[src/rtl/frog_controller.sv]
// frog_controller: frog position, hop cooldown, death/respawn and game-over control
module frog_controller #(
  parameter int STEP         = 8,
  parameter int FROG_SIZE    = 8,
  parameter int SCREEN_W     = 640,
  parameter int SCREEN_H     = 480,
  parameter int START_X      = 316,
  parameter int START_Y      = 472,
  parameter int HOP_FRAMES   = 4,
  parameter int DEATH_FRAMES = 32,
  parameter int START_LIVES  = 3
) (
  input  logic       clk,
  input  logic       rst,
  input  logic       frame_tick,
  input  logic       btn_up,
  input  logic       btn_down,
  input  logic       btn_left,
  input  logic       btn_right,
  input  logic       btn_start,
  input  logic       collision,
  output logic [9:0] frog_x,
  output logic [9:0] frog_y,
  output logic       frog_visible,
  output logic [1:0] lives,
  output logic       game_over,
  output logic       win_pulse
);
  localparam int CMAX = HOP_FRAMES > DEATH_FRAMES ? HOP_FRAMES : DEATH_FRAMES;
  localparam int CW = $clog2(CMAX + 1);
  localparam logic [9:0] MAX_X = 10'(SCREEN_W - FROG_SIZE);
  localparam logic [9:0] MAX_Y = 10'(SCREEN_H - FROG_SIZE);
  localparam logic [9:0] ST = 10'(STEP);
  typedef enum logic [1:0] {IDLE, HOP, DEAD, OVER} state_t;
  state_t state, state_n;
  logic [4:0] prev, btns, edges;
  logic [2:0] pend, pend_n, edge_pri, merged;
  logic [CW-1:0] cnt, cnt_n;
  logic [1:0] blink, blink_n, lives_n;
  logic [9:0] x_n, y_n, mv_x, mv_y;
  logic vis, vis_n, win_n;
  assign btns = {btn_up, btn_down, btn_left, btn_right, btn_start};
  assign edges = btns & ~prev;
  // pending move codes rank by priority: 4 up, 3 down, 2 left, 1 right, 0 none
  assign edge_pri = edges[4] ? 3'd4 : edges[3] ? 3'd3 : edges[2] ? 3'd2 : edges[1] ? 3'd1 : 3'd0;
  assign merged = edge_pri > pend ? edge_pri : pend;
  // clamps compare in 11 bits so the sum cannot wrap before the limit test
  assign mv_x = merged == 3'd2 ? (frog_x < ST ? '0 : frog_x - ST) :
                merged == 3'd1 ? ({1'b0, frog_x} + {1'b0, ST} > {1'b0, MAX_X} ? MAX_X : frog_x + ST) : frog_x;
  assign mv_y = merged == 3'd4 ? (frog_y < ST ? '0 : frog_y - ST) :
                merged == 3'd3 ? ({1'b0, frog_y} + {1'b0, ST} > {1'b0, MAX_Y} ? MAX_Y : frog_y + ST) : frog_y;
  assign frog_visible = vis;
  assign game_over = state == OVER;
  // next-state: collision first, then moves, cooldown, death timer and restart
  always_comb begin
    state_n = state;
    x_n = frog_x;
    y_n = frog_y;
    lives_n = lives;
    vis_n = vis;
    win_n = 1'b0;
    cnt_n = cnt;
    blink_n = blink;
    pend_n = pend;
    if ((state == IDLE || state == HOP) && collision) begin
      state_n = DEAD;
      cnt_n = CW'(DEATH_FRAMES);
      blink_n = '0;
      vis_n = 1'b0;
      pend_n = '0;
    end else if (state == IDLE) begin
      pend_n = merged;
      if (frame_tick && merged != '0) begin
        x_n = mv_x;
        y_n = mv_y;
        pend_n = '0;
        cnt_n = CW'(HOP_FRAMES);
        state_n = HOP;
        win_n = mv_y == '0;
      end
    end else if (state == HOP) begin
      if (win_pulse) begin
        x_n = 10'(START_X);
        y_n = 10'(START_Y);
        state_n = IDLE;
      end else if (frame_tick) begin
        cnt_n = cnt - 1'b1;
        state_n = cnt == CW'(1) ? IDLE : HOP;
      end
    end else if (state == DEAD) begin
      if (frame_tick) begin
        cnt_n = cnt - 1'b1;
        blink_n = blink + 1'b1;
        vis_n = blink == 2'd3 ? ~vis : vis;
        if (cnt == CW'(1)) begin
          if (lives == 2'd1) begin
            lives_n = '0;
            vis_n = 1'b0;
            state_n = OVER;
          end else begin
            lives_n = lives - 1'b1;
            x_n = 10'(START_X);
            y_n = 10'(START_Y);
            vis_n = 1'b1;
            state_n = IDLE;
          end
        end
      end
    end else begin
      vis_n = 1'b0;
      if (edges[0]) begin
        lives_n = 2'(START_LIVES);
        x_n = 10'(START_X);
        y_n = 10'(START_Y);
        vis_n = 1'b1;
        state_n = IDLE;
      end
    end
  end
  // state and datapath registers
  always_ff @(posedge clk) begin
    if (rst) begin
      state <= IDLE;
      frog_x <= 10'(START_X);
      frog_y <= 10'(START_Y);
      lives <= 2'(START_LIVES);
      vis <= 1'b1;
      win_pulse <= 1'b0;
      cnt <= '0;
      blink <= '0;
      pend <= '0;
      prev <= '0;
    end else begin
      state <= state_n;
      frog_x <= x_n;
      frog_y <= y_n;
      lives <= lives_n;
      vis <= vis_n;
      win_pulse <= win_n;
      cnt <= cnt_n;
      blink <= blink_n;
      pend <= pend_n;
      prev <= btns;
    end
  end
endmodule
[config.mk]
export PLATFORM = sky130hd
export DESIGN_NAME = frog_controller
export DESIGN_NICKNAME = d
export VERILOG_FILES = /design/src/rtl/frog_controller.sv
export SDC_FILE = /design/constraint.sdc
export NUM_CORES = 1
export LEC_CHECK = 0
export CAP_MARGIN = 5
export CORE_AREA = 2 2 76 114
export DETAILED_ROUTE_END_ITERATION = 16
export DIE_AREA = 0 0 78 116
export GPL_ROUTABILITY_DRIVEN = 0
export HOLD_SLACK_MARGIN = 0.1
export PLACE_DENSITY_LB_ADDON = 0.05
export SYNTH_ARGS = -nofsm -noshare
export SYNTH_HDL_FRONTEND = slang
export SYNTH_SLANG_ARGS = --single-unit
export TNS_END_PERCENT = 30
[constraint.sdc]
create_clock -name clk -period 3.2 [get_ports clk]
set_input_delay 0.64 -clock clk [delete_from_list [all_inputs] [get_ports clk]]
set_output_delay 0.64 -clock clk [all_outputs]
set_load 0.01 [all_outputs]
==> flow_summary.ini <==
[floorplanning]
die_area_sq_um = 9048
core_sq_um = 8008
initial_utilization_pct = 39.55
die_h_microns = 116
die_width_microns = 78
io_pins = 34
row_count = 40

[drt]
drc = 0
ant_nets = 0
routed_wl_microns = 9078
firstDrtPassIters = 6
routed_via_density = 5.545
wl_per_cell_microns = 15.23
drt_iter0_markers = 194
vias = 3305

[sta]
setup_viol = 0
tightest_slew_ns = 0.5210
hold_violations = 0
finalCriticalPeriod_ns = 3.064
finalCritPeriodShare_pct = 95.76
relSlewSlack_pct = 65.22
finalSetupTns_ns = 0
maxSlewViolCount = 0
fmax_ghz = 0.3263
skew_ns = 0.006284

[critical_path]
crit_fanout = 6
start_kind = primary input
cp.arrival_ns = 3.25
r2r_cells = 11
cp_data_required_time_ns = 3.39
crit_path_end_kind = flop
worstSetupPathType = primary input to flop

[layout]
nets = 518
drive_gt1_share_pct = 21.79
antenna_cells = 0
final_cell_area_sq_um = 4340
fillers = 777
syn_to_final_growth_pct = 37.06

[synth]
synth_area_sq_um = 3167
yosys.area_share.simple_pct = 29.55
synth_compound_area_share_pct = 26.20
synth_edf_count = 0
syn_inst = 420
yosysSeqAreaShare_pct = 25.29
synthDistinctLibCells = 71
synthAdderAreaFrac_pct = 7.507
synth_area_per_cell_sq_um = 7.540
ys_warn_count = 0
synth_mux_area_share_pct = 2.884
ys_async_sr_fraction_pct = 0
synth_xor_area_share_pct = 1.936
synth_top_flop_cell = dfxtp_1
synth_top_family_by_area = simple AND/OR/NAND/NOR gates
ys_ff_latch = 40

[global_routing]
use_met1_pct = 24.67
grt_pass1_wl_microns = 15040
groute.usage.overall_pct = 20.48
grtUsageMet2_pct = 37.13
antenna_found_initial = 0
busiest_layer = met2
grt_max_degree = 29
met3_usage_pct = 2.882
grt_pass1_vias = 3128
grt_overflow = 0

[clock_network]
hold_buffers = 0
clk_pin_slew_ns = 0.06
cts-root-buf = clkbuf_16
cts_tree = yes
clk_latency_ns = 0.29
cts_sinks = 40
clock_path_buffers = 2
htreeDepth = 2
cts_buffers = 5

[worst_hold_path]
min_path_type = flop to flop
holdPathStages = 1

[run]
max_cap_violations = 0

[place]
port_buffers = 31
hpwl_microns = 6320
placedInstanceArea_sq_um = 3790

[run_status]
status = complete, no violations

[power_and_ir_drop]
cellPowerDensity_nw_per_um2 = 588.8
ir_worst_vdd_uv = 304.1
power_w = 0.002556
p_leak_nw = 1.723
area by class of cell:
| class | instances | area, sq um | area share (%) |
|---|---|---|---|
| Clock inverter | 1 | 30.03 | 0.6918 |
| Inverter | 21 | 78.83 | 1.816 |
| Multi-Input combinational cell | 335 | 2381 | 54.86 |
| Sequential cell | 40 | 800.8 | 18.45 |
| Timing Repair Buffer | 87 | 765.7 | 17.64 |
| Clock buffer | 7 | 152.6 | 3.517 |
| Tap cell | 105 | 131.4 | 3.027 |
cell usage after synthesis (all sizes together) (3+ instances only):
library cell	instances	area, sq um
a211oi	6	45.04
o21bai	3	22.52
and3	7	45.05
o21ai	17	88.83
inv	20	75.07
a21boi	3	22.52
nand3	15	75.07
or3	6	47.54
nor4	5	31.28
o221ai	4	35.03
or2	6	37.53
o22a	5	43.79
nor3	15	75.07
nand2	32	120.1
nor2b	15	93.84
xnor2	5	43.79
o211ai	6	50.05
or4	3	22.52
o22ai	3	18.77
and2	6	38.79
dfxtp	40	800.8
nand2b	12	75.07
a31oi	11	68.82
mux2i	8	80.08
nand4	4	25.02
buf	12	78.81
ha	19	237.7
a21oi	37	200.2
nor2	39	146.4
nand3b	5	37.54
a22oi	3	22.52
clkbuf	13	48.80
cell families after synthesis:
kind of cell / after synthesis
AO/OA/AOI/OAI: 121
multiplexers: 9
buffers and inverters: 46
adder cells (fa/ha/maj): 19
AND/OR/NAND/NOR: 177
other: 1
flip-flops: 40
XOR/XNOR: 7
path summary, 6_finish.rpt:
path | slack, ns | startpoint | endpoint
worst min-delay path | 0.49 | frog_y[1]$_SDFFE_PP0P_ | frog_y[1]$_SDFFE_PP0P_
worst max-delay path | 0.14 | btn_up | win_pulse$_SDFF_PP0_
worst min register to register | 0.49 | frog_y[1]$_SDFFE_PP0P_ | frog_y[1]$_SDFFE_PP0P_
worst max register to register | 0.18 | frog_y[4]$_SDFFE_PP1P_ | win_pulse$_SDFF_PP0_
where the power goes:
| part | internal (W) | total, W | switching [W] |
|---|---|---|---|
| Sequential | 0.000564 | 0.000681 | 0.000117 |
| Clock | 0.000411 | 0.000624 | 0.000213 |
| Combinational | 0.000588 | 0.00125 | 0.000663 |
sequential cells by signal (all words and copies together) (netlist names):
signal,flops
prev,5
frog_x,8
frog_visible,1
state,2
pend,3
cnt,6
lives,2
win_pulse,1
blink,2
frog_y,10
stage by stage:
step                instances  hold WS (ns)  worst slack (ns)  utilization (%)
finish                    596        0.4921            0.1357            54.20
global route              596        0.5117         -0.005416            54.20
CTS                       590        0.4981           0.08563            52.23
floorplan                 421        0.4581           0.02138                -
global placement          569        0.4724           -0.5351            47.33
detailed placement        569        0.4811           -0.5659            47.33
what timing repair did:
item / CTS / global route
endpoints found under the setup margin: 23 / 17
gates resized for setup: 34 / 21
hold endpoints to repair: 0 / 0
setup buffers: 14 / 6
pin swaps: 15 / 19
worst max-delay path, stage by stage:
cell	delay, ns
dlygate4sd2_1	0.24
nand2b_1	0.12
buf_6	0.16
nand2_1	0.06
ha_2	0.17
nand3b_1	0.23
buf_6	0.18
a221oi_4	0.31
a31oi_4	0.07
or3_1	0.35
and3_2	0.23
nand3b_1	0.18
nor4b_2	0.32
cells in the final DEF, fill, tap and decap left out, types with 7 or more instances in the layout:
cell | Yosys | layout
buf_4 | 2 | 48
dfxtp_1 | 40 | 40
nor2_1 | 39 | 39
a21oi_1 | 35 | 32
nand2_1 | 32 | 31
clkdlybuf4s50_1 | 0 | 27
inv_1 | 20 | 19
ha_1 | 19 | 16
nor2b_1 | 15 | 14
nor3_1 | 15 | 14
nand3_1 | 15 | 14
nand2b_1 | 12 | 11
a31oi_1 | 11 | 10
o21ai_0 | 15 | 10
mux2i_1 | 8 | 7
buf_6 | 3 | 7
layer usage:
metal  wire [microns]  vias up
li1                 -     1667
met1             3898     1549
met2             4729       74
met3              287       15
met4              163        0
met5                0        -
Power figures use the tool's default switching activity.
